## src/rtl/mem_uart_tx.sv

```systemverilog
// Reads MEM_SIZE 32-bit words from a synchronous-read memory and streams them
// LSB-first, one byte at a time, to a uart_tx style byte interface.
module mem_uart_tx #(
    parameter int MEM_SIZE = 2,
    parameter int ADDR_W   = 8
) (
    input  logic              clk,
    input  logic              rst,
    input  logic              start,
    output logic [ADDR_W-1:0] mem_addr,
    input  logic [31:0]       mem_rdata,
    output logic              tx_dv,
    output logic [7:0]        tx_byte,
    input  logic              tx_done,
    output logic              busy,
    output logic              send_done
);

    // state   | meaning
    // IDLE    | waiting for first start edge since reset
    // FETCH   | mem_addr presents the current word index
    // WAIT_RD | address held while the synchronous read completes
    // LOAD    | read data captured into the shift register
    // SEND    | tx_dv strobe for the current byte
    // WAIT_TX | waiting for uart_tx to finish the byte
    // DONE    | transfer complete, send_done held
    typedef enum logic [2:0] {
        IDLE, FETCH, WAIT_RD, LOAD, SEND, WAIT_TX, DONE
    } state_t;

    localparam logic [ADDR_W:0] WORD_CNT = (ADDR_W+1)'(MEM_SIZE);

    state_t            state_q, state_d;
    logic              start_q, start_d;
    logic              arm_q, arm_d;
    logic [ADDR_W:0]   word_q, word_d, word_inc;
    logic [1:0]        byte_q, byte_d;
    logic [31:0]       shift_q, shift_d;
    logic [ADDR_W-1:0] addr_q, addr_d;
    logic              tx_dv_q, tx_dv_d;
    logic [7:0]        tx_byte_q, tx_byte_d;
    logic              busy_q, busy_d;
    logic              send_done_q, send_done_d;
    logic              start_edge;

    always_comb begin
        state_d     = state_q;
        start_d     = start;
        // start held high across reset release must drop before an edge counts
        arm_d       = arm_q | ~start;
        word_d      = word_q;
        byte_d      = byte_q;
        shift_d     = shift_q;
        addr_d      = addr_q;
        tx_dv_d     = 1'b0;
        tx_byte_d   = tx_byte_q;
        busy_d      = busy_q;
        send_done_d = send_done_q;
        word_inc    = word_q + 1'b1;
        start_edge  = start & ~start_q & arm_q;

        case (state_q)
            IDLE, DONE: begin
                if (start_edge) begin
                    word_d      = '0;
                    byte_d      = '0;
                    addr_d      = '0;
                    send_done_d = 1'b0;
                    busy_d      = 1'b1;
                    state_d     = FETCH;
                end
            end
            FETCH: begin
                addr_d  = word_q[ADDR_W-1:0];
                state_d = WAIT_RD;
            end
            WAIT_RD: state_d = LOAD;
            LOAD: begin
                shift_d   = mem_rdata;
                tx_byte_d = mem_rdata[7:0];
                tx_dv_d   = 1'b1;
                state_d   = SEND;
            end
            SEND: state_d = WAIT_TX;
            WAIT_TX: begin
                if (tx_done) begin
                    shift_d = {8'h00, shift_q[31:8]};
                    byte_d  = byte_q + 2'd1;
                    if (byte_q == 2'd3) begin
                        word_d = word_inc;
                        if (word_inc < WORD_CNT) begin
                            addr_d  = word_inc[ADDR_W-1:0];
                            state_d = FETCH;
                        end else begin
                            busy_d      = 1'b0;
                            send_done_d = 1'b1;
                            state_d     = DONE;
                        end
                    end else begin
                        tx_byte_d = shift_q[15:8];
                        tx_dv_d   = 1'b1;
                        state_d   = SEND;
                    end
                end
            end
            default: state_d = IDLE;
        endcase
    end

    always_ff @(posedge clk or posedge rst) begin
        if (rst) begin
            state_q     <= IDLE;
            start_q     <= 1'b0;
            arm_q       <= 1'b0;
            word_q      <= '0;
            byte_q      <= '0;
            shift_q     <= '0;
            addr_q      <= '0;
            tx_dv_q     <= 1'b0;
            tx_byte_q   <= '0;
            busy_q      <= 1'b0;
            send_done_q <= 1'b0;
        end else begin
            state_q     <= state_d;
            start_q     <= start_d;
            arm_q       <= arm_d;
            word_q      <= word_d;
            byte_q      <= byte_d;
            shift_q     <= shift_d;
            addr_q      <= addr_d;
            tx_dv_q     <= tx_dv_d;
            tx_byte_q   <= tx_byte_d;
            busy_q      <= busy_d;
            send_done_q <= send_done_d;
        end
    end

    assign mem_addr  = addr_q;
    assign tx_dv     = tx_dv_q;
    assign tx_byte   = tx_byte_q;
    assign busy      = busy_q;
    assign send_done = send_done_q;

endmodule

```

## config.mk

```make
export PLATFORM = sky130hd
export DESIGN_NAME = mem_uart_tx
export DESIGN_NICKNAME = d
export VERILOG_FILES = /design/src/rtl/mem_uart_tx.sv
export SDC_FILE = /design/constraint.sdc
export NUM_CORES = 1
export LEC_CHECK = 0
export ABC_AREA = 0
export BUFFER_PORTS_ARGS = -buffer_cell sky130_fd_sc_hd__buf_2
export CORE_ASPECT_RATIO = 0.8
export CORE_MARGIN = 10
export CORE_UTILIZATION = 30
export DETAILED_ROUTE_END_ITERATION = 7
export PLACE_DENSITY_LB_ADDON = 0.25
export REMOVE_ABC_BUFFERS = 1
export SLEW_MARGIN = 20
export SYNTH_ARGS = -nofsm -noshare
export SYNTH_HDL_FRONTEND = slang
export SYNTH_SLANG_ARGS = --single-unit
```

## constraint.sdc

```tcl
create_clock -name clk -period 3.3 [get_ports clk]
set_input_delay 0.33 -clock clk [delete_from_list [all_inputs] [get_ports clk]]
set_output_delay 0.33 -clock clk [all_outputs]
set_load 0.03 [all_outputs]
```

==> impl_results.rst <==
.. list-table::
   :header-rows: 1

   * - Metric
     - Value
   * - Final Util
     - 0.389
   * - Type of destination of the critical path
     - register
   * - First-pass GRT wire length
     - 11400 µm
   * - Post-Syn Area
     - 2790 µm²
   * - Number of max-cap violations
     - 0
   * - Post-detailed-route DRC marker count
     - 0
   * - Count of flip-flops with a built-in enable after synthesis
     - 0
   * - Logic depth of the worst register-to-register path
     - 5
   * - Via count
     - 2205
   * - Detail Placement HPWL
     - 5020 µm
   * - Avg Inst Size Synth
     - 10.2 µm²
   * - Worst setup slack for register-to-register paths
     - 770 ps
   * - Worst relative slew slack
     - 0.426
   * - Placed inst area
     - 3190 µm²
   * - Grt total ovfl
     - 0
   * - First-pass detailed-route iteration total
     - 4
   * - Worst skew pair latency
     - 320 ps
   * - Most frequent standard cell in the layout excluding fill and tap cells
     - sky130_fd_sc_hd__dfrtp_1
   * - Final count of pins violating max slew
     - 0
   * - Commonest cells after routing, fill and taps aside
     - 59 x sky130_fd_sc_hd__dfrtp_1, 54 x sky130_fd_sc_hd__buf_2, 37 x sky130_fd_sc_hd__o21ai_0, 35 x sky130_fd_sc_hd__nand2_1, 24 x sky130_fd_sc_hd__mux2i_1
   * - DIE HEIGHT
     - 106 µm
   * - Cell occurring most often along the worst timing path
     - sky130_fd_sc_hd__a211oi_1
   * - Die outline area
     - 13600 µm²
   * - Element type at the critical path start
     - register
   * - Met3 usage
     - 0.0372
   * - Met2 track demand over resource
     - 0.152
   * - Seq cells post-synth
     - 59
   * - Root Buffer Master
     - sky130_fd_sc_hd__clkbuf_16
   * - Run status
     - finished, final reports clean
   * - Worst-path cell chain
     - or4_1 -> a211oi_1 -> a211oi_1 -> or4b_1 -> a32o_1
   * - Die width
     - 128 µm
   * - Final Setup Violations
     - 0
   * - Start of the worst register-to-register path
     - word_q[3]
   * - TritonCTS clock tree
     - built
   * - WL per Instance
     - 15.2 µm
   * - Number of nets in the final layout
     - 369
   * - Critical path's largest stage delay
     - 700 ps
   * - Setup TNS
     - 0 ps
   * - GRT Total Usage
     - 0.102
   * - Critical path depth in cells
     - 5
   * - Buffer levels on the longest clock path
     - 2
   * - Number of inserted diodes
     - 0
   * - Vias in the first global route
     - 2212
   * - Final hold violation count
     - 0
   * - Deepest level of the CTS H-tree
     - 3
   * - Clock Sinks
     - 59
   * - Cell taking the most area after synthesis
     - sky130_fd_sc_hd__dfrtp_1
   * - Vias per inst
     - 4.89
   * - Post-route design area
     - 3520 µm²
   * - Met1 track utilization from global routing
     - 0.135
   * - Minimum hold slack
     - 157 ps
   * - Area growth from synthesis to layout
     - 26.3%
   * - Share of synthesized registers carrying an async set or reset
     - 1.00
   * - Static power due to leakage
     - 1.79 nW
   * - Setup repair bufs after CTS
     - 0
   * - Cell Rows
     - 31
   * - Count of buffers inserted at the top-level ports
     - 54
   * - Post-layout min period
     - 2530 ps
   * - Clock transition time at the flip-flop clock pins of the worst setup and hold paths
     - 50 ps
   * - Post-synthesis cell count
     - 274
   * - Worst clock skew
     - 6.02 ps
   * - Most Crowded Layer GR
     - met2
   * - Fraction of final layout cells with drive strength greater than 1
     - 0.244
   * - Number of distinct library cells after synthesis
     - 44
   * - CP required
     - 3500 ps
   * - Multi-input combinational cell area
     - 1220 µm²
   * - Worst setup path endpoint
     - mem_addr[3]
   * - Register cell area after layout
     - 1480 µm²
   * - Kind of path behind the tightest hold check
     - input port to register
   * - Total detailed-routing wirelength
     - 6870 µm
   * - Largest net degree at the start of global routing
     - 41
   * - Pwr Density
     - 871 nW/µm²
   * - Area of the core
     - 9040 µm²
   * - Synthesis Warnings
     - 0
   * - Largest delay share family, worst path
     - simple AND/OR/NAND/NOR gates
   * - Pin slew with the least headroom to its limit
     - 859 ps
   * - Final clock period utilization by the worst path
     - 0.766
   * - Post-cts sizing count
     - 0
   * - Synth area leaders
     - sky130_fd_sc_hd__dfrtp_1 53%, sky130_fd_sc_hd__mux2i_1 8.6%, sky130_fd_sc_hd__o21ai_0 6.6%, sky130_fd_sc_hd__nand2_1 4.7%, sky130_fd_sc_hd__a32o_1 2.9%
   * - Fillcell total
     - 887
   * - Arrival time of data at the critical path endpoint
     - 2730 ps
   * - Final antenna-violating net count
     - 0
   * - Endpoint of the worst-slack reg-to-reg timing path
     - mem_addr[3]
   * - Number of clock buffers inserted by TritonCTS
     - 9
   * - Top-Level Pins
     - 55
   * - Starting utilization of the core area
     - 0.308
   * - Unrepaired setup endpoints after global routing
     - no
   * - Buf+Inv Stages, Crit Path
     - 0
   * - Dominant register cell in the synthesized netlist
     - sky130_fd_sc_hd__dfrtp_1
   * - Initial antenna violation count
     - 0
   * - Cell with the largest stage delay on the worst path
     - sky130_fd_sc_hd__or4b_1
   * - Cell count after placement
     - 434
   * - Final Wtd Congestion
     - 0.785
   * - Maximum clock frequency
     - 0.396 GHz
   * - Worst IR drop on VDD
     - 0.262 mV
   * - Critical Path Start
     - word_q[3]
   * - Largest fanout on the critical path
     - 9
   * - Fin cells
     - 451
   * - Register area share after synthesis
     - 0.530
   * - Share of the synthesized area in the top cell type
     - 0.530
   * - Detailed router's first-iteration violation count
     - 107
   * - Worst setup path class
     - register to register
-- kinds of logic (layout without fill, tap and decap cells) --
family | after synthesis | in the layout | share of synthesized area
AOI/OAI and AO/OA | 86 | 86 | 0.199
xor gates and xnor gates | 3 | 3 | 0.00944
adders and majority gates | 2 | 2 | 0.00898
buffers and inverters | 23 | 85 | 0.0341
DFF | 59 | 59 | 0.530
muxes | 24 | 24 | 0.0863
and+or+nand+nor | 77 | 77 | 0.132
-- worst min path at each step --
stage,depth (start not counted),start,to
floorplan,0,start,start_q
global placement,2,rst,tx_byte[1]
detailed placement,2,rst,tx_byte[1]
CTS,1,start,start_q
global route,1,start,start_q
finish,1,start,start_q
-- layout make-up --
type | count | area share
clock buffers | 12 | 0.0757
well taps | 115 | 0.0409
repair buffers | 62 | 0.0946
flip-flops and latches | 59 | 0.420
inverters | 7 | 0.00747
clock inverters | 4 | 0.0135
multi-input cells | 192 | 0.348
-- sequential cells by signal, indices dropped and copies added (netlist names) --
name and flops:
state_q 3, byte_q 2, word_q 9, arm_q 1
busy 1, mem_addr 8, tx_byte 8, start_q 1
shift_q 24, send_done 1, tx_dv 1
-- power breakdown --
group / leakage [nW] / total [mW] / internal [mW] / switching (mW)
clock network: 0.155 / 0.957 / 0.643 / 0.315
registers: 0.760 / 1.12 / 0.957 / 0.164
logic: 0.870 / 0.986 / 0.372 / 0.614
-- metal layers --
metal / vias to the layer above / part of all wire
met5: - / 0
met4: 0 / 0.0079
met3: 2 / 0.044
met2: 40 / 0.46
met1: 1053 / 0.49
li1: 1110 / -
-- metrics by stage --
step	setup WS, ps	total power [mW]
6_report	773	3.06
2_1_floorplan	402	1.82
4_1_cts	798	3.11
3_3_place_gp	814	2.11
5_1_grt	654	3.27
3_5_place_dp	811	2.13
-- worst register-to-register path, stage by stage, from the launching register on --
cell and delay [ps]:
sky130_fd_sc_hd__dfrtp_1 460, sky130_fd_sc_hd__or4_1 590, sky130_fd_sc_hd__a211oi_1 230, sky130_fd_sc_hd__a211oi_1 120, sky130_fd_sc_hd__or4b_1 700, sky130_fd_sc_hd__a32o_1 320
-- repair_timing --
| action | in CTS | in global routing |
|---|---|---|
| hold buffers | 1 | 0 |
| endpoints found under the hold margin | 12 | 0 |
| setup endpoints to repair | 0 | 0 |
-- cell usage after synthesis, types with 3 or more instances --
master	number
sky130_fd_sc_hd__nand2b_1	3
sky130_fd_sc_hd__buf_1	3
sky130_fd_sc_hd__nor2b_1	4
sky130_fd_sc_hd__dfrtp_1	59
sky130_fd_sc_hd__a22o_1	8
sky130_fd_sc_hd__nor2_1	12
sky130_fd_sc_hd__o21ai_0	37
sky130_fd_sc_hd__inv_1	7
sky130_fd_sc_hd__mux2i_1	24
sky130_fd_sc_hd__a21oi_1	11
sky130_fd_sc_hd__nand2_1	35
sky130_fd_sc_hd__clkbuf_1	11
sky130_fd_sc_hd__and2_1	3
sky130_fd_sc_hd__nand3_1	5
sky130_fd_sc_hd__nor3_1	3
sky130_fd_sc_hd__o31ai_1	5
sky130_fd_sc_hd__a32o_1	8
Power figures use the tool's default switching activity.
